File: config.mk
export PLATFORM = sky130hd
export DESIGN_NAME = plic_gen2
export DESIGN_NICKNAME = d
export VERILOG_FILES = /design/src/rtl/plic_pkg.sv /design/src/rtl/plic_gateway.sv /design/src/rtl/plic_gen2.sv
export SDC_FILE = /design/constraint.sdc
export NUM_CORES = 1
export LEC_CHECK = 0
export ABC_AREA = 1
export CAP_MARGIN = 25
export CORE_UTILIZATION = 25
export CTS_CLUSTER_DIAMETER = 120
export DETAILED_ROUTE_END_ITERATION = 10
export PLACE_DENSITY_LB_ADDON = 0.12
export SYNTH_ARGS = -nofsm -noshare
export SYNTH_HDL_FRONTEND = slang
export SYNTH_SLANG_ARGS = --single-unit
export TNS_END_PERCENT = 10
File: constraint.sdc
create_clock -name clk_i -period 10.3 [get_ports clk_i]
set_clock_uncertainty 0.05 [all_clocks]
set_input_delay 2.06 -clock clk_i [delete_from_list [all_inputs] [get_ports clk_i]]
set_output_delay 2.06 -clock clk_i [all_outputs]
set_load 0.05 [all_outputs]
File: src/rtl/plic_pkg.sv
// Shared constants for the plic_gen2 interrupt controller: register offsets,
// the source-count ceiling and the claim-ID width helper.
package plic_pkg;
  localparam int MAX_SRC = 31;

  localparam logic [11:0] OFF_PENDING   = 12'h080;
  localparam logic [11:0] OFF_ENABLE    = 12'h100;
  localparam logic [11:0] OFF_EDGE      = 12'h104;
  localparam logic [11:0] OFF_THRESHOLD = 12'h200;
  localparam logic [11:0] OFF_CLAIM     = 12'h204;

  // Claim IDs run 0..n, so the field must hold n+1 distinct values.
  function automatic int claim_id_w(input int n);
    return (n < 1) ? 1 : $clog2(n + 1);
  endfunction
endpackage

File: src/rtl/plic_gateway.sv
// Per-source gateway: pending/in-flight tracking, pending follows the line by 1 cycle, no backpressure.
// PLIC_EDGE_TRIG_EN adds rising-edge mode with a deferred flag for edges seen while in flight.
module plic_gateway (
  input  logic clk_i,
  input  logic rst_i,
  input  logic line_i,
  input  logic edge_mode_i,
  input  logic claim_i,
  input  logic complete_i,
  output logic pending_o,
  output logic inflight_o
);
  logic pending_q, pending_d;
  logic inflight_q, inflight_d;

`ifdef PLIC_EDGE_TRIG_EN
  logic line_prev_q;
  logic deferred_q, deferred_d;
  logic rise;
  assign rise = line_i & ~line_prev_q;
`else
  logic unused_edge_mode;
  assign unused_edge_mode = edge_mode_i;
`endif

  always_comb begin
    pending_d  = pending_q;
    inflight_d = inflight_q;
`ifdef PLIC_EDGE_TRIG_EN
    deferred_d = deferred_q;
`endif
    if (claim_i) begin
      pending_d  = 1'b0;
      inflight_d = 1'b1;
    end else if (complete_i) begin
      inflight_d = 1'b0;
    end
`ifdef PLIC_EDGE_TRIG_EN
    if (edge_mode_i) begin
      if (deferred_q && !inflight_q && !claim_i) begin
        pending_d  = 1'b1;
        deferred_d = 1'b0;
      end
      // An edge landing on the claim cycle belongs to the next service round.
      if (rise) begin
        if (inflight_q || claim_i) deferred_d = 1'b1;
        else                       pending_d  = 1'b1;
      end
    end else begin
      deferred_d = 1'b0;
      if (line_i && !inflight_q && !pending_q && !claim_i) pending_d = 1'b1;
    end
`else
    if (line_i && !inflight_q && !pending_q && !claim_i) pending_d = 1'b1;
`endif
  end

  always_ff @(posedge clk_i) begin
    if (rst_i) begin
      pending_q  <= 1'b0;
      inflight_q <= 1'b0;
`ifdef PLIC_EDGE_TRIG_EN
      deferred_q  <= 1'b0;
      line_prev_q <= 1'b0;
`endif
    end else begin
      pending_q  <= pending_d;
      inflight_q <= inflight_d;
`ifdef PLIC_EDGE_TRIG_EN
      deferred_q  <= deferred_d;
      line_prev_q <= line_i;
`endif
    end
  end

  assign pending_o  = pending_q;
  assign inflight_o = inflight_q;
endmodule

File: src/rtl/plic_gen2.sv
// Parametrised PLIC core: register file, max-priority arbiter, claim/complete; 1-cycle reads, no backpressure.
// PLIC_EDGE_TRIG_EN enables the EDGE register and per-source rising-edge gateways.
module plic_gen2
  import plic_pkg::*;
#(
  parameter int NUM_SRC   = 8,
  parameter int PRIO_BITS = 3,
  parameter int ADDR_W    = 32
) (
  input  logic               clk_i,
  input  logic               rst_i,
  input  logic [NUM_SRC-1:0] irq_src_i,
  input  logic [ADDR_W-1:0]  addr,
  input  logic               wr_en,
  input  logic               rd_en,
  input  logic [31:0]        wr_data,
  output logic [31:0]        rd_data,
  output logic               irq_o
);
  localparam int ID_W = claim_id_w(NUM_SRC);

  logic [11:0] off;
  logic        rd_ok;
  logic        unused_bus;
  assign off        = addr[11:0];
  assign rd_ok      = rd_en && !wr_en;
  assign unused_bus = ^{addr, wr_data};

  logic [PRIO_BITS-1:0] prio_q [1:NUM_SRC];
  logic [PRIO_BITS-1:0] prio_d [1:NUM_SRC];
  logic [NUM_SRC:1]     enable_q, enable_d;
  logic [PRIO_BITS-1:0] threshold_q, threshold_d;
  logic [31:0]          rd_data_q, rd_data_d;
  logic                 irq_q, irq_d;
  logic [31:0]          rd_val;

  logic [NUM_SRC:1] pending, inflight, claim_vec, complete_vec, edge_mode;
  logic [ID_W-1:0]      best_id;
  logic [PRIO_BITS-1:0] best_prio;

`ifdef PLIC_EDGE_TRIG_EN
  logic [NUM_SRC:1] edge_q, edge_d;
  assign edge_mode = edge_q;
`else
  assign edge_mode = '0;
`endif

  for (genvar g = 1; g <= NUM_SRC; g++) begin : g_gw
    plic_gateway u_gw (
      .clk_i       (clk_i),
      .rst_i       (rst_i),
      .line_i      (irq_src_i[g-1]),
      .edge_mode_i (edge_mode[g]),
      .claim_i     (claim_vec[g]),
      .complete_i  (complete_vec[g]),
      .pending_o   (pending[g]),
      .inflight_o  (inflight[g])
    );
  end

  // Strict '>' keeps the lowest ID on equal priority; priority 0 never wins.
  always_comb begin
    best_id   = '0;
    best_prio = '0;
    for (int s = 1; s <= NUM_SRC; s++) begin
      if (pending[s] && enable_q[s] && (prio_q[s] > best_prio)) begin
        best_prio = prio_q[s];
        best_id   = ID_W'(s);
      end
    end
  end

  always_comb begin
    claim_vec    = '0;
    complete_vec = '0;
    for (int s = 1; s <= NUM_SRC; s++) begin
      claim_vec[s]    = rd_ok && (off == OFF_CLAIM) && (best_id == ID_W'(s));
      complete_vec[s] = wr_en && (off == OFF_CLAIM) && (wr_data == 32'(s)) && inflight[s];
    end
  end

  always_comb begin
    prio_d      = prio_q;
    enable_d    = enable_q;
    threshold_d = threshold_q;
`ifdef PLIC_EDGE_TRIG_EN
    edge_d      = edge_q;
`endif
    if (wr_en && (off[1:0] == 2'b00)) begin
      if (off[11:7] == 5'd0) begin
        for (int s = 1; s <= NUM_SRC; s++)
          if (off[6:2] == 5'(s)) prio_d[s] = wr_data[PRIO_BITS-1:0];
      end else begin
        case (off)
          OFF_ENABLE:    enable_d    = wr_data[NUM_SRC:1];
`ifdef PLIC_EDGE_TRIG_EN
          OFF_EDGE:      edge_d      = wr_data[NUM_SRC:1];
`endif
          OFF_THRESHOLD: threshold_d = wr_data[PRIO_BITS-1:0];
          default:       ;
        endcase
      end
    end
  end

  always_comb begin
    rd_val = '0;
    if (off[1:0] == 2'b00) begin
      if (off[11:7] == 5'd0) begin
        for (int s = 1; s <= NUM_SRC; s++)
          if (off[6:2] == 5'(s)) rd_val = 32'(prio_q[s]);
      end else begin
        case (off)
          OFF_PENDING:   rd_val = 32'({pending, 1'b0});
          OFF_ENABLE:    rd_val = 32'({enable_q, 1'b0});
`ifdef PLIC_EDGE_TRIG_EN
          OFF_EDGE:      rd_val = 32'({edge_q, 1'b0});
`endif
          OFF_THRESHOLD: rd_val = 32'(threshold_q);
          OFF_CLAIM:     rd_val = 32'(best_id);
          default:       rd_val = '0;
        endcase
      end
    end
    // A read colliding with a write is dropped but still returns a defined 0.
    rd_data_d = rd_data_q;
    if (rd_ok)      rd_data_d = rd_val;
    else if (rd_en) rd_data_d = '0;
    irq_d = best_prio > threshold_q;
  end

  always_ff @(posedge clk_i) begin
    if (rst_i) begin
      for (int s = 1; s <= NUM_SRC; s++) prio_q[s] <= '0;
      enable_q    <= '0;
      threshold_q <= '0;
      rd_data_q   <= '0;
      irq_q       <= 1'b0;
`ifdef PLIC_EDGE_TRIG_EN
      edge_q      <= '0;
`endif
    end else begin
      prio_q      <= prio_d;
      enable_q    <= enable_d;
      threshold_q <= threshold_d;
      rd_data_q   <= rd_data_d;
      irq_q       <= irq_d;
`ifdef PLIC_EDGE_TRIG_EN
      edge_q      <= edge_d;
`endif
    end
  end

  assign rd_data = rd_data_q;
  assign irq_o   = irq_q;
endmodule

==> results of run 1 <==
==> state kept, by name, summed over array words and instances (netlist names) <==
register,count
enable_q,8
irq_o,1
g_gw.u_gw.inflight_o,8
prio_q,24
threshold_q,3
g_gw.u_gw.pending_o,8
rd_data,9
==> worst paths after layout <==
path,end,slack (ns)
setup / recovery,irq_o,1.01
hold / removal,rd_data[6],0.42
setup reg to reg,irq_o,1.01
hold reg to reg,rd_data[6],0.42
==> area by class of cell <==
type                            instances  share of cell area
Multi-Input combinational cell        448               0.463
Clock inverter                          7              0.0129
Inverter                               85              0.0622
Timing Repair Buffer                   67               0.129
Clock buffer                            9              0.0437
Sequential cell                        61               0.237
Tap cell                              216              0.0525
==> worst max-delay path, delay by kind of cell, from the launching register on <==
kind,cells,cell delay (ns)
simple gates,27,3.17
fa+ha+maj,8,2.51
compound gates,13,2.49
buf+inv,3,0.57
flops,1,0.40
==> metal layers <==
metal / GRT usage / vias up
li1: - / 2114
met5: 0 / -
met2: 0.273 / 87
met4: 0.0657 / 0
met1: 0.200 / 1937
met3: 0.0343 / 13
==> where the power goes <==
| group | internal (mW) | switching, mW |
|---|---|---|
| Clock | 0.185 | 0.111 |
| Combinational | 0.0230 | 0.0400 |
| Sequential | 0.238 | 0.00263 |
==> kinds of logic (layout without fill, tap and decap cells) <==
kind of cell | after synthesis | after routing | synth area share
DFF | 61 | 61 | 0.302
AOI/OAI and AO/OA | 139 | 139 | 0.188
adders and majority gates | 17 | 17 | 0.0526
and+or+nand+nor | 269 | 269 | 0.327
buffers and inverters | 116 | 168 | 0.129
other | 1 | 23 | 0.000927
==> cell usage in the layout, fill, tap and decap left out, types with 7 or more instances in the layout <==
cell type and n:
o21ai_0 42, nand3_1 39, nor2_1 66, nor3_1 24, clkdlybuf4s50_1 65, nand2_4 10
conb_1 23, nand2_2 7, clkbuf_16 9, nor4_1 7, nand2_1 86, a21oi_1 65
nand4_1 9, inv_1 76, ha_1 17, nand3_2 9, dfxtp_1 61
==> repair_timing <==
action | in CTS | in global routing
hold endpoints to repair | 0 | 0
resized for setup | 0 | 0
buffers inserted | 0 | 1
setup endpoints to repair | 0 | 14
hold buffers | 0 | 0
==> per-stage QoR <==
step           area, sq um  cells
6_report              5150    893
2_1_floorplan         4130    625
5_1_grt               5150    893
3_5_place_dp          4850    876
4_1_cts               5140    892
3_3_place_gp          4850    876
==> metrics.md, run 1 <==
| Metric | Value |
|---|---|
| Status | `finished clean` |
| Synth unique cells | `40` |
| Area contributors post-synth | `dfxtp_1 (30%), a21oi_1 (8.0%), nand2_1 (8.0%)` |
| R2R cell count | `51` |
| Reg area | `1220 sq um` |
| Overflow after GRT | `0` |
| Final Hold Viols | `0` |
| Row cnt | `46` |
| CP Class | `reg -> reg` |
| Final Util | `0.326` |
| Wire length on met3 | `600 um` |
| Hold Path Stages | `2` |
| Final WL | `12,700 um` |
| CP arrival | `9.48 ns` |
| Pwr Density | `116 nW/um^2` |
| Worst Tran Pin Value | `0.748 ns` |
| HPWL Detailed | `10,300 um` |
| Die height | `129 um` |
| Clk slew on worst S/H paths | `0.05 ns` |
| Most frequent CP cell | `o21ai_0` |
| IO Pins | `~110` |
| Remaining antenna violation count after routing | `0` |
| Synthesis-to-finish area growth | `27.4%` |
| Slew headroom | `0.500` |
| Largest area contributor in the netlist | `dfxtp_1` |
| Final setup TNS | `0 ns` |
| Commonest cells in the netlist | `nand2_1 (86), inv_1 (76), nor2_1 (66), a21oi_1 (65), dfxtp_1 (61)` |
| Min-delay src | `rd_data[6]` |
| Drt via density | `4.65` |
| Multi-input gate area | `approximately 2400 sq um` |
| Critical Path Max Stage Delay | `0.42 ns` |
| Critical Path Sink Type | `flop` |
| Post-synth EDFFs | `0` |
| Post-synthesis async set-or-reset flop share | `0` |
| Fin. max-slew vios | `0` |
| Die ar. | `approximately 17,000 sq um` |
| Ys Warns | `0` |
| RR Startpoint | `g_gw[1].u_gw.pending_o` |
| Startpoint Class | `flop` |
| Hold slack | `0.415 ns` |
| Tot GR Track Use | `0.162` |
| Core Area | `15,800 sq um` |
| Clock buffer depth | `2` |
| Met2 WL | `just over 6000 um` |
| Global placement routability congestion | `0.885` |
| Syn Area/Cell | `6.71 sq um` |
| Max Freq | `approximately 0.11 GHz` |
| First-pass GRT wire length | `20,400 um` |
| Max cap viols | `0` |
| Crit-path max FO | `8` |
| Fraction of layout cells with a size suffix above 1 | `0.0931` |
| VDD IR-drop max | `88.1 uV` |
| Die X | `129 um` |
| Clock latency on the worst-skew pair | `0.34 ns` |
| Fin nets | `765` |
| Synth Cell Area | `4050 sq um` |
| Largest net degree at the start of global routing | `36` |
| RSZ-0062 raised after global routing | `no` |
| Synth Instances | `603` |
| Seq cells post-synth | `61` |
| Via Count | `4,151` |
| DRT iter0 DRCs | `205` |
| Antenna fix cells | `0` |
| Leak pwr | `2.04 nW` |
| Root buf cell | `clkbuf_16` |
| Final min period | `9.29 ns` |
| Drt first pass iters | `5` |
| Number of buffers added on ports | `65` |
| Vias in the first global route | `~4,000` |
| Tot Pwr | `between 600 and 700 uW` |
| CTS buffer count | `9` |
| CP max-delay cell | `nand4_1` |
| Wl on met1 | `5570 um` |
| Seq/Total Area, Yosys | `0.302` |
| Top sig layer | `met4` |
| # DRC | `0` |
| WP data required | `10.49 ns` |
| Main flop type after synthesis | `dfxtp_1` |
| Fin worst setup slack | `around 1.0 ns` |
| Final period util | `0.902` |
| Final setup violating endpoints | `0` |
| Pre-CTS WS | `between 0.8 and 0.9 ns` |
| Initial core utilization | `0.256` |
| Most common cell in the netlist | `nand2_1` |
| FILL cells | `1,705` |
| TritonCTS clock tree | `yes` |
| CTS Sinks | `between 60 and 70` |
| HP Class | `reg -> reg` |
| Initial antenna violation count | `0` |
| H-tree depth | `3` |
| Drt wl/cell | `14.2 um` |
| Yosys top cell area share | `0.302` |
| Crit path from | `g_gw[1].u_gw.pending_o` |
Note: power is estimated with default switching activity, not from simulation.
==> run 2, diff against run 1 <==
--- a/config.mk
+++ b/config.mk
@@ -8,4 +8,5 @@
 export ABC_AREA = 1
 export CAP_MARGIN = 25
+export CORE_MARGIN = 2
 export CORE_UTILIZATION = 25
 export CTS_CLUSTER_DIAMETER = 120
--- a/constraint.sdc
+++ b/constraint.sdc
@@ -3,3 +3,3 @@
 set_input_delay 2.06 -clock clk_i [delete_from_list [all_inputs] [get_ports clk_i]]
 set_output_delay 2.06 -clock clk_i [all_outputs]
-set_load 0.05 [all_outputs]
+set_load 0.02 [all_outputs]
==> metrics.md, run 2 (synthesized netlist as in run 1, its figures left out) <==
| Metric | Value |
|---|---|
| Placed cell count | `876 (unchanged)` |
| Internal Power | `447 uW (about the same)` |
| Psw | `136 uW (-12%)` |
| FF-to-FF setup slack | `1.11 ns (+0.10 ns)` |
| R2R cell count | `51 (unchanged)` |
| CTS buffer count | `9 (unchanged)` |
| Clk slew on worst S/H paths | `0.06 ns (about the same)` |
| Critical R2R Capture | `irq_o` |
| Core Area | `15,800 sq um (unchanged)` |
| IO Pins | `109 (unchanged)` |
| Fin. max-slew vios | `0 (unchanged)` |
| Largest net degree at the start of global routing | `36 (unchanged)` |
| CP Class | `reg -> reg` |
| Max Freq | `0.109 GHz (+1.1%)` |
| First-pass GRT wire length | `20,800 um (+2.2%)` |
| Critical Path Sink Type | `flop` |
| Via Count | `4,108 (-1.0%)` |
| Drt wl/cell | `14.6 um (+2.9%)` |
| Critical Path Max Stage Delay | `0.41 ns (about the same)` |
| # DRC | `0 (unchanged)` |
| RR Startpoint | `g_gw[1].u_gw.pending_o` |
| Fin nets | `766 (+0.13%)` |
| HP Class | `reg -> reg` |
| Die ar. | `17,200 sq um (+3.1%)` |
| Pwr Density | `113 nW/um^2 (-2.9%)` |
| Root buf cell | `clkbuf_16` |
| Status | `finished clean` |
| Final WL | `13,000 um (+2.8%)` |
| Final Hold Viols | `0 (unchanged)` |
| Post-CTS Hold Buffers | `0 (unchanged)` |
| Pre-CTS WS | `0.837 ns (-0.0371 ns)` |
| Sw frac | `0.233 (-0.0228)` |
| Initial core utilization | `0.256 (unchanged)` |
| Design Area, Final | `5150 sq um (about the same)` |
| Antenna fix cells | `0 (unchanged)` |
| Final Util | `0.326 (about the same)` |
| Drt first pass iters | `6 (+1)` |
| Largest Register | `prio_q` |
| Final setup violating endpoints | `0 (unchanged)` |
| Post-Layout Cell Count | `892 (-0.11%)` |
| VDD IR-drop max | `68.1 uV (-23%)` |
| Initial antenna violation count | `0 (unchanged)` |
| Final min period | `9.19 ns (-0.0991 ns)` |
| Commonest non-fill, non-tap cell in the layout | `nand2_1` |
| Sequential power share | `0.414 (+0.012)` |
| WP data required | `10.46 ns (-0.03 ns)` |
| Hold slack | `0.418 ns (+0.00335 ns)` |
| CP max-delay cell | `nand4_1` |
| CTS Sinks | `61 (unchanged)` |
| H-tree depth | `3 (unchanged)` |
| Clock buffer depth | `2 (unchanged)` |
| Leak pwr | `2.05 nW (+0.14%)` |
| Crit-path max FO | `8 (unchanged)` |
| HPWL Detailed | `10,500 um (+1.7%)` |
| Overflow after GRT | `0 (unchanged)` |
| CP arrival | `9.34 ns (-0.14 ns)` |
| Fin worst setup slack | `1.11 ns (+0.0991 ns)` |
| Synthesis-to-finish area growth | `27.4% (about the same)` |
| TritonCTS clock tree | `yes` |
| Die height | `131 um (+1.5%)` |
| Startpoint Class | `flop` |
| Final setup TNS | `0 ns (unchanged)` |
| Hold Path Stages | `2 (unchanged)` |
| Worst Tran Pin Value | `0.787 ns (+0.0394 ns)` |
| Row cnt | `46 (unchanged)` |
| Largest register FFs | `24 (unchanged)` |
| Commonest cells after routing, fill and taps aside | `nand2_1 (86), inv_1 (76), nor2_1 (66)` |
| Remaining antenna violation count after routing | `0 (unchanged)` |
| Clock latency on the worst-skew pair | `0.34 ns (about the same)` |
| Min-delay src | `rd_data[5]` |
| Drt via density | `4.61 (-0.92%)` |
| Number of buffers added on ports | `65 (unchanged)` |
| Most frequent CP cell | `o21ai_0` |
| Max cap viols | `0 (unchanged)` |
| Combinational power share | `0.091 (-0.014)` |
| DRT iter0 DRCs | `174 (-15%)` |
| Die X | `131 um (+1.5%)` |
| Slew headroom | `0.475 (-0.0250)` |
| Hold Path Sink | `rd_data[5]` |
| Clk network pwr share | `0.495 (+0.002)` |
| Final period util | `0.892 (-0.00962)` |
| Global placement routability congestion | `0.881 (-0.47%)` |
| Tot Pwr | `583 uW (-2.9%)` |
| Fraction of layout cells with a size suffix above 1 | `0.0917 (-0.00134)` |
| Vias in the first global route | `3,995 (+2.8%)` |
| Tot GR Track Use | `0.155 (-0.00700)` |
| RSZ-0062 raised after global routing | `no` |
| Placed cell area | `4850 sq um (unchanged)` |
run 2: how the worst max path moves through the flow:
stage,start,endpoint,slack [ns],depth (start not counted)
final,g_gw[1].u_gw.pending_o,irq_o,1.11,51
after floorplan,g_gw[1].u_gw.pending_o,irq_o,2.56,51
after global routing,g_gw[1].u_gw.pending_o,irq_o,0.13,52
after CTS,g_gw[1].u_gw.pending_o,irq_o,0.83,51
after detailed placement,g_gw[1].u_gw.pending_o,irq_o,0.84,51
after global placement,g_gw[1].u_gw.pending_o,irq_o,0.93,51
run 2: critical path: cells and delay by family (launching register included):
kind | cells | cell delay (ns)
buffers and inverters | 3 | 0.54
flip-flops | 1 | 0.38
adder cells (fa/ha/maj) | 8 | 2.51
AO/OA/AOI/OAI | 13 | 2.60
AND/OR/NAND/NOR | 27 | 2.99
run 2: final cells by class:
| type | instances | area, sq um |
|---|---|---|
| timing repair buffer | 68 | 673 |
| sequential | 61 | 1220 |
| clock buffer | 13 | 280 |
| multi-input combinational | 448 | 2380 |
| tap | 216 | 270 |
| clock inverter | 1 | 5.00 |
| fill | 1719 | 10700 |
| inverter | 85 | 320 |
run 2: power by group through the flow:
stage	registers (mW)	clock network (mW)	logic, mW
after floorplan	0.245	0	0.0291
after global placement	0.246	0	0.0526
after detailed placement	0.246	0	0.0530
after CTS	0.241	0.297	0.0531
after global routing	0.241	0.308	0.0571
final	0.241	0.289	0.0530
run 2: routing by layer:
layer | global-route usage | share of wire
met4 | 0.0634 | 0.021
met5 | 0 | 0
met2 | 0.260 | 0.48
met3 | 0.0266 | 0.031
met1 | 0.197 | 0.47
run 2: timing repair:
action,CTS,global route
setup buffers,0,2
gates resized for setup,0,0
endpoints found under the setup margin,0,8
==> run 3, diff against run 2 <==
HOLD_SLACK_MARGIN = 0.15   (was not set)
==> results of run 3 <==
Final layout, timing and power as in run 2 (identical DEF).
